[config.mk]
export PLATFORM = sky130hd
export DESIGN_NAME = fingerprint_result_tx
export DESIGN_NICKNAME = d
export VERILOG_FILES = /design/src/rtl/fp_link_pkg.sv /design/src/rtl/uart_tx_byte.sv /design/src/rtl/fingerprint_result_tx.sv
export SDC_FILE = /design/constraint.sdc
export NUM_CORES = 1
export LEC_CHECK = 0
export CAP_MARGIN = 30
export CORE_MARGIN = 3
export CORE_UTILIZATION = 35
export CTS_CLUSTER_DIAMETER = 80
export DETAILED_ROUTE_END_ITERATION = 10
export GPL_ROUTABILITY_DRIVEN = 1
export HOLD_SLACK_MARGIN = 0.06
export SYNTH_ARGS = -nofsm -noshare
export SYNTH_HDL_FRONTEND = slang
export SYNTH_SLANG_ARGS = --single-unit
[constraint.sdc]
create_clock -name clk -period 2.75 [get_ports clk]
set_input_delay 0.4125 -clock clk [delete_from_list [all_inputs] [get_ports clk]]
set_output_delay 0.4125 -clock clk [all_outputs]
set_load 0.02 [all_outputs]
[src/rtl/fp_link_pkg.sv]
// Shared definitions for the fingerprint UART link: sync byte, frame size,
// byte-serialiser state encoding and the checksum used by both link ends.
package fp_link_pkg;

  localparam logic [7:0] SYNC_BYTE_DEF = 8'hA5;
  localparam int         FRAME_BYTES   = 6;

  localparam logic [1:0] ST_IDLE_ENC  = 2'b00;
  localparam logic [1:0] ST_START_ENC = 2'b01;
  localparam logic [1:0] ST_DATA_ENC  = 2'b10;
  localparam logic [1:0] ST_STOP_ENC  = 2'b11;

  typedef enum logic [1:0] {
    ST_IDLE  = ST_IDLE_ENC,
    ST_START = ST_START_ENC,
    ST_DATA  = ST_DATA_ENC,
    ST_STOP  = ST_STOP_ENC
  } tx_state_e;

  // XOR of the four bytes of a result word; the receiver recomputes the same.
  function automatic logic [7:0] fp_chk(input logic [31:0] word);
    fp_chk = word[31:24] ^ word[23:16] ^ word[15:8] ^ word[7:0];
  endfunction

endpackage

[src/rtl/uart_tx_byte.sv]
// 8N1 byte serialiser, LSB first. A byte offered while the stop bit ends is
// taken immediately, so consecutive bytes leave no idle gap on the line.
module uart_tx_byte
  import fp_link_pkg::*;
#(
  parameter int CLKS_PER_BIT = 208
) (
  input  logic       clk,
  input  logic       rst_n,
  input  logic       i_tx_valid,
  input  logic [7:0] i_tx_data,
  output logic       o_tx_ready,
  output logic       o_tx_line
);

  localparam int CNT_W = (CLKS_PER_BIT > 1) ? $clog2(CLKS_PER_BIT) : 1;
  localparam logic [CNT_W-1:0] CNT_LAST = CNT_W'(CLKS_PER_BIT - 1);
  localparam logic [CNT_W-1:0] CNT_ONE  = CNT_W'(1);
  localparam logic [CNT_W-1:0] CNT_ZERO = {CNT_W{1'b0}};

  tx_state_e        r_state;
  tx_state_e        w_state_nxt;
  logic [CNT_W-1:0] r_baud_cnt;
  logic [CNT_W-1:0] w_baud_cnt_nxt;
  logic [2:0]       r_bit_idx;
  logic [2:0]       w_bit_idx_nxt;
  logic [7:0]       r_shift;
  logic [7:0]       w_shift_nxt;
  logic             r_line;
  logic             w_line_nxt;
  logic             w_bit_end;

  assign w_bit_end  = (r_baud_cnt == CNT_LAST);
  assign o_tx_ready = (r_state == ST_IDLE) || ((r_state == ST_STOP) && w_bit_end);
  assign o_tx_line  = r_line;

  // Next-state and datapath decode for the bit sequencer.
  always_comb begin
    w_state_nxt    = r_state;
    w_baud_cnt_nxt = r_baud_cnt;
    w_bit_idx_nxt  = r_bit_idx;
    w_shift_nxt    = r_shift;
    w_line_nxt     = r_line;
    case (r_state)
      ST_IDLE: begin
        w_baud_cnt_nxt = CNT_ZERO;
        w_bit_idx_nxt  = 3'd0;
        if (i_tx_valid) begin
          w_state_nxt = ST_START;
          w_shift_nxt = i_tx_data;
          w_line_nxt  = 1'b0;
        end else begin
          w_line_nxt  = 1'b1;
        end
      end
      ST_START: begin
        if (w_bit_end) begin
          w_state_nxt    = ST_DATA;
          w_baud_cnt_nxt = CNT_ZERO;
          w_bit_idx_nxt  = 3'd0;
          w_line_nxt     = r_shift[0];
        end else begin
          w_baud_cnt_nxt = r_baud_cnt + CNT_ONE;
        end
      end
      ST_DATA: begin
        if (w_bit_end) begin
          w_baud_cnt_nxt = CNT_ZERO;
          if (r_bit_idx == 3'd7) begin
            w_state_nxt = ST_STOP;
            w_line_nxt  = 1'b1;
          end else begin
            w_bit_idx_nxt = r_bit_idx + 3'd1;
            w_shift_nxt   = {1'b0, r_shift[7:1]};
            w_line_nxt    = r_shift[1];
          end
        end else begin
          w_baud_cnt_nxt = r_baud_cnt + CNT_ONE;
        end
      end
      ST_STOP: begin
        if (w_bit_end) begin
          w_baud_cnt_nxt = CNT_ZERO;
          w_bit_idx_nxt  = 3'd0;
          if (i_tx_valid) begin
            w_state_nxt = ST_START;
            w_shift_nxt = i_tx_data;
            w_line_nxt  = 1'b0;
          end else begin
            w_state_nxt = ST_IDLE;
            w_line_nxt  = 1'b1;
          end
        end else begin
          w_baud_cnt_nxt = r_baud_cnt + CNT_ONE;
        end
      end
      default: begin
        w_state_nxt    = ST_IDLE;
        w_baud_cnt_nxt = CNT_ZERO;
        w_bit_idx_nxt  = 3'd0;
        w_line_nxt     = 1'b1;
      end
    endcase
  end

  // Sequencer registers; reset parks the line high.
  always_ff @(posedge clk or posedge rst_n) begin
    if (rst_n) begin
      r_state    <= ST_IDLE;
      r_baud_cnt <= CNT_ZERO;
      r_bit_idx  <= 3'd0;
      r_shift    <= 8'h00;
      r_line     <= 1'b1;
    end else begin
      r_state    <= w_state_nxt;
      r_baud_cnt <= w_baud_cnt_nxt;
      r_bit_idx  <= w_bit_idx_nxt;
      r_shift    <= w_shift_nxt;
      r_line     <= w_line_nxt;
    end
  end

endmodule

[src/rtl/fingerprint_result_tx.sv]
// Frames a 32-bit result word as SYNC, 4 data bytes MSB-first and an XOR
// checksum, and streams it out through the byte serialiser.
module fingerprint_result_tx
  import fp_link_pkg::*;
#(
  parameter int         CLK_FREQ     = 12_000_000,
  parameter int         BAUD_RATE    = 57_600,
  parameter logic [7:0] SYNC_BYTE    = SYNC_BYTE_DEF,
  parameter int         CLKS_PER_BIT = CLK_FREQ / BAUD_RATE
) (
  input  logic        clk,
  input  logic        rst_n,
  input  logic        i_start,
  input  logic [31:0] i_data_in,
  output logic        o_busy,
  output logic        o_done,
  output logic        o_dropped,
  output logic        o_uart_tx
);

  localparam logic [2:0] LAST_IDX = 3'(FRAME_BYTES - 1);

  // The sync byte goes out straight from the parameter, so only the
  // payload (data bytes and checksum) needs buffering.
  logic [39:0] r_payload;
  logic [2:0]  r_byte_idx;
  logic        r_busy;
  logic        r_done;
  logic        r_dropped;
  logic        r_start_d;

  logic        w_accept;
  logic        w_byte_end;
  logic        w_frame_last;
  logic        w_start_rise;
  logic        w_tx_valid;
  logic [7:0]  w_tx_data;
  logic [7:0]  w_next_byte;
  logic        w_tx_ready;
  logic        w_tx_line;

  assign w_accept     = ~r_busy & i_start;
  assign w_byte_end   = r_busy & w_tx_ready;
  assign w_frame_last = w_byte_end & (r_byte_idx == LAST_IDX);
  // Only a fresh request is reported as dropped; a held start just waits.
  assign w_start_rise = i_start & ~r_start_d;

  // Byte following the one currently on the line.
  always_comb begin
    w_next_byte = 8'h00;
    case (r_byte_idx)
      3'd0:    w_next_byte = r_payload[39:32];
      3'd1:    w_next_byte = r_payload[31:24];
      3'd2:    w_next_byte = r_payload[23:16];
      3'd3:    w_next_byte = r_payload[15:8];
      3'd4:    w_next_byte = r_payload[7:0];
      default: w_next_byte = 8'h00;
    endcase
  end

  // Offer the sync byte on a new request, else the next buffered byte.
  always_comb begin
    w_tx_valid = 1'b0;
    w_tx_data  = SYNC_BYTE;
    if (r_busy) begin
      w_tx_valid = (r_byte_idx != LAST_IDX);
      w_tx_data  = w_next_byte;
    end else begin
      w_tx_valid = i_start;
      w_tx_data  = SYNC_BYTE;
    end
  end

  // Frame control: acceptance, byte index, status pulses.
  always_ff @(posedge clk or posedge rst_n) begin
    if (rst_n) begin
      r_payload  <= 40'h00_0000_0000;
      r_byte_idx <= 3'd0;
      r_busy     <= 1'b0;
      r_done     <= 1'b0;
      r_dropped  <= 1'b0;
      r_start_d  <= 1'b0;
    end else begin
      r_start_d <= i_start;
      r_done    <= w_frame_last;
      r_dropped <= r_busy & w_start_rise & ~w_frame_last;
      if (w_accept) begin
        r_busy     <= 1'b1;
        r_byte_idx <= 3'd0;
        r_payload  <= {i_data_in, fp_chk(i_data_in)};
      end else if (w_frame_last) begin
        r_busy     <= 1'b0;
        r_byte_idx <= 3'd0;
      end else if (w_byte_end) begin
        r_byte_idx <= r_byte_idx + 3'd1;
      end
    end
  end

  uart_tx_byte #(
    .CLKS_PER_BIT (CLKS_PER_BIT)
  ) u_byte (
    .clk        (clk),
    .rst_n      (rst_n),
    .i_tx_valid (w_tx_valid),
    .i_tx_data  (w_tx_data),
    .o_tx_ready (w_tx_ready),
    .o_tx_line  (w_tx_line)
  );

  assign o_busy    = r_busy;
  assign o_done    = r_done;
  assign o_dropped = r_dropped;
  assign o_uart_tx = w_tx_line;

endmodule

==> qor.yml, run 1 <==
power:
  sw_frac_of_total: 0.2476
  p_leak_nw: 1.830
  combPwrFrac: 0.150
  powerDensity_nw_per_um2: 510.6
  power.switching_mw: 0.5406
  seqPwrFrac: 0.522
  peakVddDrop_mv: 0.2331
  p_clk_frac: 0.328
  internal-power_mw: 1.643
sta:
  skew_ns: 0.008090
  hold_slack_ns: 0.4030
  final-max-slew-violation-count: 0
  rsz0062_at_grt: "no"
  slew_headroom: 0.6910
  fin_crit_ns: 2.125
  fmax_ghz: 0.4706
  setup_tns_ns: 0
  tightest_slew_ns: 0.4613
  finalCritPeriodShare: 0.7727
  setup_viol: 0
  hold_violations: 0
global_route:
  grt_usage: 0.1251
  grt-ovfl-total: 0
  grt_pass1_wl_um: 11230
  antenna_found_initial: 0
  grt_pass1_vias: 2406
  grt_max_degree: 70
clock_tree:
  ctsHoldBuffers: 0
  clk_pin_slew_ns: 0.06
  cts.htree.levels: 3
  cts_tree: "done"
  clk_latency_ns: 0.33
  cts_setup_buffers: 0
  root_buffer: "clkbuf_8"
  numCtsBuffers: 9
  cts_resized: 0
  clk_path_buf_depth: 2
  cts.sinks: 69
routing:
  first_iter_violations: 79
  routed_wl_um: 6560
  wl_per_cell_um: 13.47
  drtPass1Iterations: 4
  antenna_left: 0
  routed_via_density: 4.875
  num_vias: 2374
  drc: 0
final_layout:
  layout-drive-gt1-share: 0.2119
  mostFrequentLayoutCell: "dfrtp_1"
  fillers: 988
  utilization: 0.4355
  n_antenna_cell: 0
  layout_common_cells: "dfrtp_1, mux2_2, clkdlybuf4s50_1"
  layout-area-overhead-vs-synth_pct: 19.93
  final_nets: 400
synth:
  ys_seq_area_frac: 0.4846
  synth_edf_count: 0
  ys.flop_type: "dfrtp_1"
  synth_area_um2: 3566
  syn_nets: 360
  postSynthAreaPerCell_um2: 11.47
  async_flop_share: 1.000
  syn_inst: 311
  yosysUniqueCellTypes: 49
  ys_seq_elements: 69
  yosysWarnings: 0
critical_path:
  slowest_delay_ns: 0.43
  critical_path.slowest_cell: "dfrtp_1"
  crit_arrival_ns: 2.34
  reg2reg_slack_ns: 0.63
  start_kind: "flip-flop"
  path_buf_inv: 2
  crit_fanout: 8
  critPathKind: "reg2reg"
  critical_path.top_delay_family: "simple AND/OR/NAND/NOR gates"
  worstPathRequired_ns: 2.97
  worstPathCellList: "inv_1 -> ha_1 -> or2b_2 -> o22ai_2 -> nor4b_4 -> buf_4 -> mux2_2"
  end_kind: "flip-flop"
floorplanning:
  start_util: 0.3631
  die_w_um: 106.9
  die_height_um: 106.9
  die-area_um2: 11440
  ios: 39
  rows: 36
  fp.coreArea_um2: 9819
status:
  status: "completed"
worst_hold_path:
  holdCritPathClass: "reg2reg"
place:
  dp.final_hpwl_um: 4588
  numPortBuffers: 38
  gp_congestion: 0.7669
run:
  cap_violations: 0
[path summary, 6_finish.rpt]
kind                                          startpoint                              to  cells after the start
hold / removal                       r_start_d$_DFF_PP0_             o_dropped$_DFF_PP0_                      1
hold reg to reg                      r_start_d$_DFF_PP0_             o_dropped$_DFF_PP0_                      1
min in group asynchronous                          rst_n  u_byte.r_baud_cnt[5]$_DFF_PP0_                      3
setup / recovery           u_byte.r_state[0]$_DFFE_PP0P_   u_byte.r_shift[6]$_DFFE_PP0P_                      7
max in group asynchronous                          rst_n    u_byte.o_tx_line$_DFFE_PP1P_                      3
setup reg to reg           u_byte.r_state[0]$_DFFE_PP0P_   u_byte.r_shift[6]$_DFFE_PP0P_                      7
[flip-flops by register name, indices dropped and copies added, names as in the netlist]
name and count:
o_busy 1, o_done 1, o_dropped 1, r_byte_idx 3
r_payload 40, r_start_d 1, u_byte.o_tx_line 1, u_byte.r_baud_cnt 8
u_byte.r_bit_idx 3, u_byte.r_shift 8, u_byte.r_state 2
[power groups by stage]
stage               clock network (mW)  registers, mW  logic (mW)
floorplan                            0           1.15       0.221
CTS                              0.746           1.14       0.337
global placement                     0           1.16       0.332
finish                           0.715           1.14       0.328
detailed placement                   0           1.16       0.336
global route                     0.782           1.15       0.367
[through the flow]
stage	area, um^2	setup WS [ns]	cells	total power [mW]
global route	4277	0.4725	487	2.299
finish	4277	0.6252	487	2.184
detailed placement	4111	0.5796	473	1.497
floorplan	3566	0.5993	311	1.368
CTS	4277	0.5987	487	2.224
global placement	4111	0.6039	473	1.490
[cells by family after synthesis]
kind of cell	after synthesis	synth area share
compound gates	56	0.1140
fa+ha+maj	14	0.04912
buf+inv	27	0.03474
flops	69	0.4846
mux	48	0.1495
xor+xnor	29	0.07123
simple gates	68	0.09684
[synth_stat cells (4+ instances only)]
library cell	count	area [um^2]
a31oi_1	4	25.02
clkbuf_1	5	18.77
a21oi_1	16	80.08
mux2i_1	6	60.06
nand3_1	4	20.02
nand2_1	20	75.07
nor2_1	24	90.09
nand3b_1	7	52.55
inv_1	12	45.04
dfrtp_1	68	1702
xnor2_1	27	236.5
a22o_1	4	35.03
mux2_2	42	473.0
o21ai_0	4	20.02
ha_1	14	175.2
buf_2	4	20.02
[area by class of cell]
class                   count  area, um^2  share of cell area
flip-flops and latches     69        1728              0.4040
well taps                 133       166.4             0.03891
clock buffers              12       155.1             0.03628
inverters                  12       45.04             0.01053
multi-input cells         215        1722              0.4026
clock inverters             2       10.01            0.002341
repair buffers             44       450.4              0.1053
[metal layers]
metal	global-route usage	routed length, um	part of all wire
met5	0	0	0
met2	0.2073	3156	0.48
met3	0.02408	208	0.032
met4	0.06027	87	0.013
met1	0.1570	3107	0.47
(Power assumes the default switching activity.)
==> inputs of run 2 (changes only) <==
==> constraint.sdc (replaced) <==
create_clock -name clk -period 1.94 [get_ports clk]
set_input_delay 0.291 -clock clk [delete_from_list [all_inputs] [get_ports clk]]
set_output_delay 0.291 -clock clk [all_outputs]
set_load 0.02 [all_outputs]
==> qor.yml, run 2 (synthesis results as in run 1) <==
status:
  status: "completed"
sta:
  setup_viol: 0
  hold_violations: 0
  fmax_ghz: 0.5362
  final-max-slew-violation-count: 0
  fin_ws_ns: 0.07499
  finalCritPeriodShare: 0.9613
  skew_ns: 0.007797
  slew_headroom: 0.6680
  fin_crit_ns: 1.865
  setup_tns_ns: 0
  hold_slack_ns: 0.3297
  rsz0062_at_grt: "no"
  tightest_slew_ns: 0.4969
clock_tree:
  clk_path_buf_depth: 2
  numCtsBuffers: 9
  ctsHoldBuffers: 0
  cts.sinks: 69
  cts.htree.levels: 3
  clk_pin_slew_ns: 0.07
  root_buffer: "clkbuf_8"
  cts_tree: "done"
  clk_latency_ns: 0.35
final_layout:
  final_area_um2: 4543
  reg.largest.list: "r_payload: 40 flops, u_byte.r_baud_cnt: 8 flops, u_byte.r_shift: 8 flops"
  layout_common_cells: "dfrtp_1, mux2_2, clkdlybuf4s50_1"
  layout-area-overhead-vs-synth_pct: 27.40
  layout-drive-gt1-share: 0.2715
  final_nets: 416
  mostFrequentLayoutCell: "dfrtp_1"
  largest_reg_flops: 40
  largest-register: "r_payload"
  utilization: 0.4627
  n_antenna_cell: 0
place:
  gp_congestion: 0.8224
  numPortBuffers: 38
  dp_slack_ns: -0.01959
  dp.final_hpwl_um: 5118
  postPlaceCellArea_um2: 4250
critical_path:
  path_buf_inv: 2
  worstPathCellList: "inv_2 -> ha_4 -> or2b_4 -> o22ai_2 -> nor4b_4 -> buf_6 -> mux2_2"
  worstPathRequired_ns: 2.17
  critical_path.slowest_cell: "dfrtp_1"
  critPathKind: "reg2reg"
  start_kind: "flip-flop"
  reg2regPathDepth: 7
  slowest_delay_ns: 0.44
  reg2reg_to: "u_byte.r_shift[5]$_DFFE_PP0P_"
  reg2reg_slack_ns: 0.07
  end_kind: "flip-flop"
  crit_arrival_ns: 2.10
  reg2reg_from: "u_byte.r_state[0]$_DFFE_PP0P_"
  critical_path.top_delay_family: "flip-flops"
  crit_fanout: 8
global_route:
  grt_pass1_wl_um: 12260
  grt-ovfl-total: 0
  busiest_layer: "met2"
  antenna_found_initial: 0
  grt_util_met1: 0.1697
  grt_max_degree: 39
  use_met2: 0.2275
  grt_usage: 0.1356
  grt_use_met3: 0.03131
  grt_pass1_vias: 2595
run:
  cap_violations: 0
routing:
  routed_wl_um: 7144
  wl_per_cell_um: 14.15
  antenna_left: 0
  first_iter_violations: 65
  drtPass1Iterations: 4
  num_vias: 2450
  drc: 0
  routed_via_density: 4.851
floorplanning:
  start_util: 0.3631
  ios: 39
  die-area_um2: 11440
  fp.coreArea_um2: 9819
  die_w_um: 106.9
  rows: 36
  die_height_um: 106.9
power:
  sw_frac_of_total: 0.2409
  seqPwrFrac: 0.459
  peakVddDrop_mv: 0.4706
  combPwrFrac: 0.138
  powerDensity_nw_per_um2: 778.9
  power.switching_mw: 0.8525
  p_leak_nw: 1.949
  internal-power_mw: 2.686
  p_clk_frac: 0.404
worst_hold_path:
  holdCritPathClass: "in2async"
## run 2: worst max path at each step
| stage | start | endpoint | slack (ns) | cells after the start |
|---|---|---|---|---|
| floorplan | u_byte.r_state[0]$_DFFE_PP0P_ | u_byte.r_shift[0]$_DFFE_PP0P_ | 0.04 | 6 |
| global placement | i_start | u_byte.r_shift[7]$_DFFE_PP0P_ | 0.004 | 6 |
| detailed placement | i_start | u_byte.r_shift[2]$_DFFE_PP0P_ | -0.02 | 6 |
| CTS | u_byte.r_state[0]$_DFFE_PP0P_ | u_byte.r_shift[5]$_DFFE_PP0P_ | 0.01 | 7 |
| global route | u_byte.r_state[0]$_DFFE_PP0P_ | u_byte.r_shift[0]$_DFFE_PP0P_ | 0.008 | 7 |
| finish | u_byte.r_state[0]$_DFFE_PP0P_ | u_byte.r_shift[5]$_DFFE_PP0P_ | 0.07 | 7 |
## run 2: cell type report
class / instances / area (um^2)
fillers: 983 / 5276
clock inverters: 7 / 123.9
clock buffers: 9 / 123.9
inverters: 12 / 48.80
well taps: 133 / 166.4
multi-input cells: 215 / 1753
repair buffers: 60 / 599.3
flip-flops and latches: 69 / 1728
## run 2: repair_timing
| item | in CTS | in global routing |
|---|---|---|
| gates resized for setup | 1 | 6 |
| pin swaps | 0 | 1 |
| endpoints found under the hold margin | 0 | 0 |
| gates cloned | 0 | 0 |
| endpoints found under the setup margin | 6 | 8 |
| buffers inserted | 0 | 3 |
## run 2: power groups by stage
stage	Combinational, mW	Clock, mW	Sequential (mW)
floorplan	0.315	0	1.63
detailed placement	0.489	0	1.65
finish	0.487	1.43	1.62
CTS	0.492	1.47	1.62
global route	0.545	1.53	1.64
global placement	0.482	0	1.65
## run 2: per-stage QoR
stage,power (mW),std cells
2_1_floorplan,1.942,311
3_3_place_gp,2.129,486
3_5_place_dp,2.141,486
4_1_cts,3.582,502
5_1_grt,3.709,505
6_report,3.539,505
## run 2: layer usage
metal / wire, um / up-vias
met5: 0 / -
met4: 150 / 0
met2: 3448 / 40
met3: 257 / 13
met1: 3287 / 1183
li1: - / 1214
==> inputs of run 3 (changes only) <==
==> constraint.sdc (replaced) <==
create_clock -name clk -period 2.3 [get_ports clk]
set_input_delay 0.345 -clock clk [delete_from_list [all_inputs] [get_ports clk]]
set_output_delay 0.345 -clock clk [all_outputs]
set_load 0.02 [all_outputs]
==> qor.yml, run 3 (synthesis results as in run 1) <==
clock_tree:
  clk_path_buf_depth: 2
  cts.htree.levels: 3
  cts_tree: "done"
  cts.sinks: 69
  clk_latency_ns: 0.34
  root_buffer: "clkbuf_8"
  clk_pin_slew_ns: 0.07
  numCtsBuffers: 9
critical_path:
  crit_fanout: 7
  reg2reg_slack_ns: 0.26
  critPathKind: "reg2reg"
  worstPathRequired_ns: 2.52
  reg2reg_from: "u_byte.r_state[0]$_DFFE_PP0P_"
  start_kind: "flip-flop"
  end_kind: "flip-flop"
  reg2regPathDepth: 8
  reg2reg_to: "u_byte.r_shift[2]$_DFFE_PP0P_"
  crit_arrival_ns: 2.26
final_layout:
  layout_common_cells: "dfrtp_1, mux2_2, clkdlybuf4s50_1"
  reg.largest.list: "r_payload: 40 flops, u_byte.r_baud_cnt: 8 flops, u_byte.r_shift: 8 flops"
  largest_reg_flops: 40
  mostFrequentLayoutCell: "dfrtp_1"
  layout-area-overhead-vs-synth_pct: 21.93
  final_area_um2: 4348
  layout-drive-gt1-share: 0.2231
  final_cells: 496
  n_antenna_cell: 0
  final_nets: 407
  largest-register: "r_payload"
sta:
  hold_slack_ns: 0.3403
  hold_violations: 0
  finalCritPeriodShare: 0.8876
  setup_tns_ns: 0
  skew_ns: 0.01012
  final-max-slew-violation-count: 0
  slew_headroom: 0.6880
  tightest_slew_ns: 0.4659
  fmax_ghz: 0.4898
  fin_crit_ns: 2.042
  rsz0062_at_grt: "no"
  setup_viol: 0
power:
  peakVddDrop_mv: 0.2854
  power.total_mw: 2.648
  p_leak_nw: 1.868
  powerDensity_nw_per_um2: 609.0
routing:
  drtPass1Iterations: 4
  wl_per_cell_um: 13.88
  first_iter_violations: 91
  routed_via_density: 4.885
  num_vias: 2423
  antenna_left: 0
  routed_wl_um: 6885
  drc: 0
floorplanning:
  start_util: 0.3631
  die_w_um: 106.9
  ios: 39
  rows: 36
  die-area_um2: 11440
  fp.coreArea_um2: 9819
  die_height_um: 106.9
worst_hold_path:
  holdCritPathClass: "in2async"
place:
  gp_congestion: 0.7590
  dp.final_hpwl_um: 5011
  dp_cells: 479
  postPlaceCellArea_um2: 4169
  numPortBuffers: 38
global_route:
  grt_pass1_wl_um: 11960
  grt_pass1_vias: 2475
  grt-ovfl-total: 0
  grt_max_degree: 49
  antenna_found_initial: 0
  grt_usage: 0.1331
run:
  cap_violations: 0
status:
  status: "completed"
run 3: cell count changes in the layout (fill, tap and decap cells not counted), sizes merged:
| cell | previous run | this run |
|---|---|---|
| buf | 22 | 13 |
| clkbuf | 9 | 15 |
| clkinvlp | 2 | 0 |
| inv | 11 | 12 |
| bufinv | 3 | 0 |
| clkinv | 3 | 1 |
run 3: report_power, final:
group	internal, mW	leakage (nW)	total [mW]	switching, mW
clock network	0.451	0.0877	0.878	0.427
registers	1.31	0.846	1.37	0.0586
logic	0.225	0.934	0.399	0.174
total	1.99	1.87	2.65	0.660
run 3: critical path, cell delays in order, from the launching register on:
cell,delay [ns]
dfrtp_1,0.43
inv_1,0.11
ha_1,0.26
buf_4,0.17
nor2_1,0.12
a21oi_2,0.06
nor4b_4,0.24
buf_4,0.20
mux2_2,0.33
run 3: final cells by class:
class                           count  area, um^2
Clock inverter                      1       5.005
Fill cell                         966        5472
Clock buffer                       15       166.4
Multi-Input combinational cell    215        1722
Tap cell                          133       166.4
Sequential cell                    69        1728
Timing Repair Buffer               51       515.5
Inverter                           12       45.04
run 3: worst max path at each step:
stage / start / endpoint / slack [ns] / cells past startpoint
6_report: u_byte.r_state[0]$_DFFE_PP0P_ / u_byte.r_shift[2]$_DFFE_PP0P_ / 0.26 / 8
5_1_grt: u_byte.r_state[0]$_DFFE_PP0P_ / u_byte.r_state[1]$_DFFE_PP0P_ / 0.11 / 7
4_1_cts: u_byte.r_state[0]$_DFFE_PP0P_ / u_byte.r_shift[2]$_DFFE_PP0P_ / 0.15 / 7
3_5_place_dp: i_start / u_byte.r_shift[5]$_DFFE_PP0P_ / 0.17 / 5
3_3_place_gp: i_start / u_byte.r_shift[4]$_DFFE_PP0P_ / 0.18 / 5
2_1_floorplan: rst_n / o_busy$_DFFE_PP0P_ / 0.22 / 1
run 3: metal layers:
layer | track usage | vias to the layer above | part of all wire
li1 | - | 1193 | -
met3 | 0.02709 | 9 | 0.031
met2 | 0.2194 | 32 | 0.48
met1 | 0.1720 | 1189 | 0.47
met5 | 0 | - | 0
met4 | 0.05205 | 0 | 0.015
run 3: timing repair:
action,4_1_cts,5_1_grt
resized for setup,0,0
endpoints found under the hold margin,0,0
hold buffers,0,0
setup buffers,0,1
setup endpoints to repair,0,6
run 3: through the flow:
step	worst slack [ns]	utilization
after floorplan	0.2168	-
after global placement	0.1839	0.4246
after detailed placement	0.1702	0.4246
after CTS	0.1525	0.4420
after global routing	0.1058	0.4428
final	0.2584	0.4428
